File: src/rtl/mem_port_arbiter_pkg.sv
// Shared types for the IF/MEM memory-port arbiter: FSM states, MEMControl
// bit positions and requester identities.
package mem_port_arbiter_pkg;

   typedef enum logic [1:0] {
      ST_IDLE    = 2'd0,
      ST_ACC_IF  = 2'd1,
      ST_ACC_MEM = 2'd2,
      ST_RESP    = 2'd3
   } state_e;

   localparam int MEMCTL_READ  = 1;
   localparam int MEMCTL_WRITE = 0;

   typedef enum logic {
      REQ_IF  = 1'b0,
      REQ_MEM = 1'b1
   } req_id_e;

   // On a conflict the requester that was not served last wins.
   function automatic req_id_e pick_requester(input logic    if_req,
                                              input logic    mem_req,
                                              input req_id_e last_served);
      req_id_e winner;
      if (if_req && mem_req) begin
         if (last_served == REQ_IF) winner = REQ_MEM;
         else                       winner = REQ_IF;
      end else if (mem_req) begin
         winner = REQ_MEM;
      end else begin
         winner = REQ_IF;
      end
      return winner;
   endfunction

endpackage

File: src/rtl/mem_port_arbiter_timer.sv
// Access-length down-counter: load starts a window of LATENCY cycles and
// last flags the final cycle of that window.
module mem_access_timer #(
   parameter int LATENCY = 2
) (
   input  logic clk,
   input  logic srst,
   input  logic load,
   output logic last
);

   localparam int CW = $clog2(LATENCY + 1);

   logic [CW-1:0] count_q;
   logic [CW-1:0] count_d;

   always_comb begin
      count_d = count_q;
      if (load) begin
         count_d = CW'(LATENCY);
      end else if (count_q != '0) begin
         count_d = count_q - CW'(1);
      end
   end

   always_ff @(posedge clk) begin
      if (srst) count_q <= '0;
      else      count_q <= count_d;
   end

   assign last = (count_q == CW'(1));

endmodule

File: src/rtl/mem_port_arbiter.sv
// Arbitrates the single memory port between instruction fetch and the MEM
// stage; one fixed-length access at a time followed by a Done pulse.
module mem_port_arbiter
   import mem_port_arbiter_pkg::*;
#(
   parameter int MEM_LATENCY = 2,
   parameter int ADDR_W      = 32,
   parameter int DATA_W      = 32
) (
   input  logic              Clk,
   input  logic              Reset,
   input  logic              IFReq,
   input  logic [ADDR_W-1:0] IFAddress,
   output logic              IFDone,
   output logic [DATA_W-1:0] IFData,
   output logic              IFStall,
   input  logic [1:0]        MEMControl,
   input  logic [ADDR_W-1:0] MEMAddress,
   input  logic [DATA_W-1:0] MEMWriteData,
   output logic              MEMDone,
   output logic [DATA_W-1:0] MEMReadData,
   output logic              MEMStall,
   output logic [ADDR_W-1:0] MemAddr,
   output logic [DATA_W-1:0] MemWData,
   output logic              MemRead,
   output logic              MemWrite,
   input  logic [DATA_W-1:0] MemRData
);

   state_e            state_q, state_d;
   req_id_e           last_served_q, last_served_d;
   req_id_e           winner;
   logic              if_done_q, if_done_d;
   logic              mem_done_q, mem_done_d;
   logic [DATA_W-1:0] if_data_q, if_data_d;
   logic [DATA_W-1:0] mem_rdata_q, mem_rdata_d;
   logic [ADDR_W-1:0] mem_addr_q, mem_addr_d;
   logic [DATA_W-1:0] mem_wdata_q, mem_wdata_d;
   logic              mem_read_q, mem_read_d;
   logic              mem_write_q, mem_write_d;
   logic              mem_req;
   logic              timer_load;
   logic              timer_last;

   assign mem_req = |MEMControl;

   mem_access_timer #(
      .LATENCY (MEM_LATENCY)
   ) u_timer (
      .clk  (Clk),
      .srst (Reset),
      .load (timer_load),
      .last (timer_last)
   );

   always_comb begin
      state_d       = state_q;
      last_served_d = last_served_q;
      if_done_d     = 1'b0;
      mem_done_d    = 1'b0;
      if_data_d     = if_data_q;
      mem_rdata_d   = mem_rdata_q;
      mem_addr_d    = mem_addr_q;
      mem_wdata_d   = mem_wdata_q;
      mem_read_d    = mem_read_q;
      mem_write_d   = mem_write_q;
      timer_load    = 1'b0;
      winner        = pick_requester(IFReq, mem_req, last_served_q);

      case (state_q)
         ST_IDLE: begin
            if (IFReq || mem_req) begin
               timer_load = 1'b1;
               if (winner == REQ_MEM) begin
                  state_d     = ST_ACC_MEM;
                  mem_addr_d  = MEMAddress;
                  mem_wdata_d = MEMWriteData;
                  // 2'b11 is illegal and degrades to a plain read.
                  mem_read_d  = MEMControl[MEMCTL_READ];
                  mem_write_d = MEMControl[MEMCTL_WRITE] & ~MEMControl[MEMCTL_READ];
               end else begin
                  state_d     = ST_ACC_IF;
                  mem_addr_d  = IFAddress;
                  mem_wdata_d = '0;
                  mem_read_d  = 1'b1;
                  mem_write_d = 1'b0;
               end
            end
         end
         ST_ACC_IF, ST_ACC_MEM: begin
            if (timer_last) begin
               state_d     = ST_RESP;
               mem_read_d  = 1'b0;
               mem_write_d = 1'b0;
               if (state_q == ST_ACC_IF) begin
                  if_done_d = 1'b1;
                  if_data_d = MemRData;
               end else begin
                  mem_done_d = 1'b1;
                  if (mem_read_q) mem_rdata_d = MemRData;
               end
            end
         end
         ST_RESP: begin
            state_d       = ST_IDLE;
            last_served_d = if_done_q ? REQ_IF : REQ_MEM;
         end
         default: state_d = ST_IDLE;
      endcase
   end

   always_ff @(posedge Clk) begin
      if (Reset) begin
         state_q       <= ST_IDLE;
         last_served_q <= REQ_IF;
         if_done_q     <= 1'b0;
         mem_done_q    <= 1'b0;
         if_data_q     <= '0;
         mem_rdata_q   <= '0;
         mem_addr_q    <= '0;
         mem_wdata_q   <= '0;
         mem_read_q    <= 1'b0;
         mem_write_q   <= 1'b0;
      end else begin
         state_q       <= state_d;
         last_served_q <= last_served_d;
         if_done_q     <= if_done_d;
         mem_done_q    <= mem_done_d;
         if_data_q     <= if_data_d;
         mem_rdata_q   <= mem_rdata_d;
         mem_addr_q    <= mem_addr_d;
         mem_wdata_q   <= mem_wdata_d;
         mem_read_q    <= mem_read_d;
         mem_write_q   <= mem_write_d;
      end
   end

   assign IFDone      = if_done_q;
   assign IFData      = if_data_q;
   assign MEMDone     = mem_done_q;
   assign MEMReadData = mem_rdata_q;
   assign MemAddr     = mem_addr_q;
   assign MemWData    = mem_wdata_q;
   assign MemRead     = mem_read_q;
   assign MemWrite    = mem_write_q;

   // Stalls follow the registered Done pulses combinationally.
   assign IFStall  = IFReq & ~if_done_q;
   assign MEMStall = mem_req & ~mem_done_q;

endmodule

File: config.mk
export PLATFORM = sky130hd
export DESIGN_NAME = mem_port_arbiter
export DESIGN_NICKNAME = d
export VERILOG_FILES = /design/src/rtl/mem_port_arbiter_pkg.sv /design/src/rtl/mem_port_arbiter_timer.sv /design/src/rtl/mem_port_arbiter.sv
export SDC_FILE = /design/constraint.sdc
export NUM_CORES = 1
export LEC_CHECK = 0
export ABC_AREA = 1
export CORE_MARGIN = 2
export CORE_UTILIZATION = 46
export CTS_BUF_LIST = sky130_fd_sc_hd__clkbuf_8
export CTS_CLUSTER_SIZE = 8
export DETAILED_ROUTE_END_ITERATION = 6
export PLACE_DENSITY = 0.88
export SLEW_MARGIN = 15
export SYNTH_ARGS = -nofsm -noshare
export SYNTH_HDL_FRONTEND = slang
export SYNTH_HIERARCHICAL = 1
export SYNTH_SLANG_ARGS = --single-unit
File: constraint.sdc
create_clock -name Clk -period 4.1 [get_ports Clk]
set_input_delay 1.025 -clock Clk [delete_from_list [all_inputs] [get_ports Clk]]
set_output_delay 1.025 -clock Clk [all_outputs]
set_load 0.02 [all_outputs]
==> flow_metrics.py, run 1 <==
metrics = {
    "logic_synthesis": {
        "seq_area_frac_synth_pct": 47.1,
        "synthesized_cell_area_um2": 5820,
        "yosys.cell_types.count": 17,
        "yosys_warnings": 6,
        "total_of_flip_flops_plus_latches_after_synthesis": 137,
        "synth_nets": 1042,
        "postSynthCellCount": 904,
        "synthesis.area_per_instance_um2": 6.44,
    },
    "worst_setup_path": {
        "crit_end": "MEMStall",
        "worstReg2RegStart": "state_q[0]",
        "crit_path_start": "MEMControl[0]",
        "reg2regPathDepth": 8,
        "setup.reg_to_reg.worst_slack_ns": 2.19,
        "cp.arrival_ns": 2.49,
        "worstPathRequired_ns": 3.07,
        "setup.worst_path.class": "in -> out",
        "startpoint_type": "primary input",
        "endpoint_kind": "primary output",
        "critical_path_peak_fanout": 5,
        "endpoint_of_the_worst_register_to_register_path": "MEMReadData[8]",
    },
    "finish": {
        "seqCellArea_um2": 2740,
        "multi_input_area_um2": 2540,
        "finish.net_count": 1289,
        "final_design_area_no_fill_um2": 8960,
        "areaGrowthSynthToFinish_pct": 53.9,
        "ant_cells": 0,
        "fillerInstances": 1042,
        "drive_above_1_share_pct": 4.04,
    },
    "die": {
        "i_o_pin_total": 267,
        "initial_utilization_pct": 46.7,
        "fp.dieW_um": 117,
        "fp.dieArea_um2": 13600,
        "floorplan.rows": 41,
        "die-height_um": 117,
        "floorplan.core_area_um2": 12500,
    },
    "power_and_ir_drop": {
        "power.leakage_uw": 0.00403,
        "ir_worst_vdd_mv": 0.253,
        "power_density_nw_per_um2": 534,
        "post-layout-total-power_uw": 4790,
    },
    "sta": {
        "slew_viol_final": 0,
        "grt_setup_unrepaired": "false",
        "max_slew.worst_pin.slew_ns": 1.08,
        "final.setup.worst_slack_ns": 0.584,
        "final.setup.tns_ns": 0,
        "max_slew_margin_vs_limit_pct": 28.1,
        "share_of_the_cycle_needed_by_the_critical_path_after_routing_pct": 85.7,
        "final_period_minus_worst_setup_slack_ns": 3.52,
        "worst_clock_skew_ns": 0.0130,
        "finalHoldViolations": 0,
        "setup_violations": 0,
        "max_freq_ghz": 0.284,
        "hold_ws_ns": 0.466,
    },
    "clock_network": {
        "cts_hold_repair.buffers": 0,
        "cts_resized": 0,
        "clk-insertion-delay-late_ns": 0.43,
        "clock_tree.buffer_depth": 2,
        "clkSinkCount": 137,
        "cts_setup_buffers": 0,
        "cts_tree": "yes",
        "cts-htree-levels": 4,
        "numCtsBuffers": 17,
        "cts_root_buffer": "sky130_fd_sc_hd__clkbuf_8",
        "clkSlewWorstSetupHoldPaths_ns": 0.08,
    },
    "global_routing": {
        "grt_total_usage_pct": 23.5,
        "grt_antenna_before_repair": 0,
        "grt_first_pass_wirelength_um": 24900,
        "grt_pass1_vias": 5345,
        "grt_max_degree": 70,
        "globalRouteOverflowTotal": 0,
    },
    "min_path": {
        "hp-class": "reg -> reg",
    },
    "placed_design": {
        "numPortBuffers": 266,
        "detailed_place.area_um2": 8570,
        "place.gp.congestion": 0.822,
        "hpwlAfterDp_um": 12000,
        "dp_worst_setup_slack_ns": 0.604,
    },
    "route": {
        "drtPass1Iterations": 4,
        "detailedRoute.firstIterationViolations": 444,
        "wl_per_cell_um": 12.3,
        "routed_wirelength_um": 16400,
        "detailroute.via_count": 6084,
        "postRouteAntennaNets": 0,
        "route.detailed.drc": 0,
        "route.detailed.vias_per_inst": 4.56,
    },
    "run_status": {
        "status": "complete, no violations",
    },
    "job": {
        "timing.max_cap.violations": 0,
    },
}
-- area by class of cell --
class,instances,share of cell area [%]
clock inverter,13,1.76
multi-input combinational,635,28.4
tap,172,2.40
sequential,137,30.6
clock buffer,17,2.61
timing repair buffer,277,30.8
inverter,83,3.49
-- sequential cells by signal, indices dropped and copies added, names as in the netlist --
signal           flops
MemRead              1
u_timer/count_q      2
MEMReadData         32
MemWrite             1
IFDone               1
MemAddr             32
IFData              32
state_q              2
MEMDone              1
last_served_q        1
MemWData            32
-- placed cells by master, fill, tap and decap left out, drive strengths merged, types with 3 or more instances in the layout --
master / n
clkinv: 7
nand2: 249
inv: 83
bufinv: 3
clkbuf: 17
clkinvlp: 3
dfxtp: 137
nor2: 306
clkdlybuf4s50: 266
o21ai: 65
ha: 5
nand3: 4
buf: 11
-- how the worst min path moves through the flow --
stage / cells after the start / endpoint / slack (ns) / startpoint
floorplan: 2 / u_timer/count_q[0] / 0.43 / u_timer/count_q[1]
global placement: 2 / u_timer/count_q[1] / 0.45 / u_timer/count_q[0]
detailed placement: 2 / u_timer/count_q[0] / 0.45 / u_timer/count_q[1]
CTS: 2 / u_timer/count_q[1] / 0.46 / u_timer/count_q[0]
global route: 2 / u_timer/count_q[0] / 0.48 / u_timer/count_q[1]
finish: 2 / u_timer/count_q[0] / 0.47 / u_timer/count_q[1]
-- worst max-delay path: stages --
cell and delay (ns):
sky130_fd_sc_hd__clkdlybuf4s50_1 0.46, sky130_fd_sc_hd__nor2_2 0.37, sky130_fd_sc_hd__nor2_1 0.07, sky130_fd_sc_hd__clkdlybuf4s50_1 0.57
-- logic make-up (layout without fill, tap and decap cells) --
| logic type | after synthesis | in the layout | share of synthesized area [%] |
|---|---|---|---|
| simple gates | 563 | 563 | 36.6 |
| flops | 137 | 137 | 47.1 |
| buf+inv | 132 | 390 | 9.30 |
| compound gates | 67 | 67 | 5.95 |
| fa+ha+maj | 5 | 5 | 1.07 |
-- power breakdown --
| group | switching [uW] | total, uW | leakage, uW | internal [uW] |
|---|---|---|---|---|
| Clock | 510 | 1100 | 0.000194 | 591 |
| Combinational | 1130 | 1980 | 0.00272 | 846 |
| Sequential | 128 | 1710 | 0.00112 | 1590 |
| Total | 1770 | 4790 | 0.00403 | 3020 |
-- metal layers --
layer / global-route usage (%) / share of wire (%) / wire length (um) / up-vias
met5: 0 / 0 / 0 / -
met4: 8.97 / 2.1 / 351 / 0
met3: 8.77 / 9.9 / 1630 / 25
met2: 42.2 / 49 / 7990 / 241
met1: 25.1 / 39 / 6470 / 2646
li1: - / - / - / 3172
-- per-stage QoR --
step | std cells | util, %
detailed placement | 1304 | 68.8
global placement | 1304 | 68.8
finish | 1334 | 71.9
CTS | 1334 | 71.9
global route | 1334 | 71.9
floorplan | 904 | -
-- synthesized netlist by cell type, drive strengths merged --
library cell | instances | area (um^2)
ha | 5 | 62.6
or2 | 1 | 6.26
nand4 | 1 | 6.26
nand2 | 249 | 935
buf | 29 | 155
o21ai | 65 | 325
nor3 | 2 | 10.0
a21oi | 2 | 21.3
inv | 83 | 312
clkbuf | 20 | 75.1
nand3 | 4 | 20.0
dfxtp | 137 | 2740
nor2 | 306 | 1150
No activity file was read; power rests on OpenSTA's default activity.
==> run 2: changes to the inputs <==
--- a/config.mk
+++ b/config.mk
@@ -6,6 +6,7 @@
 export NUM_CORES = 1
 export LEC_CHECK = 0
 export ABC_AREA = 1
+export CAP_MARGIN = 20
 export CORE_MARGIN = 2
 export CORE_UTILIZATION = 46
 export CTS_BUF_LIST = sky130_fd_sc_hd__clkbuf_8
==> results of run 2 <==
The final DEF is identical to that of run 1; final timing and power are the same.
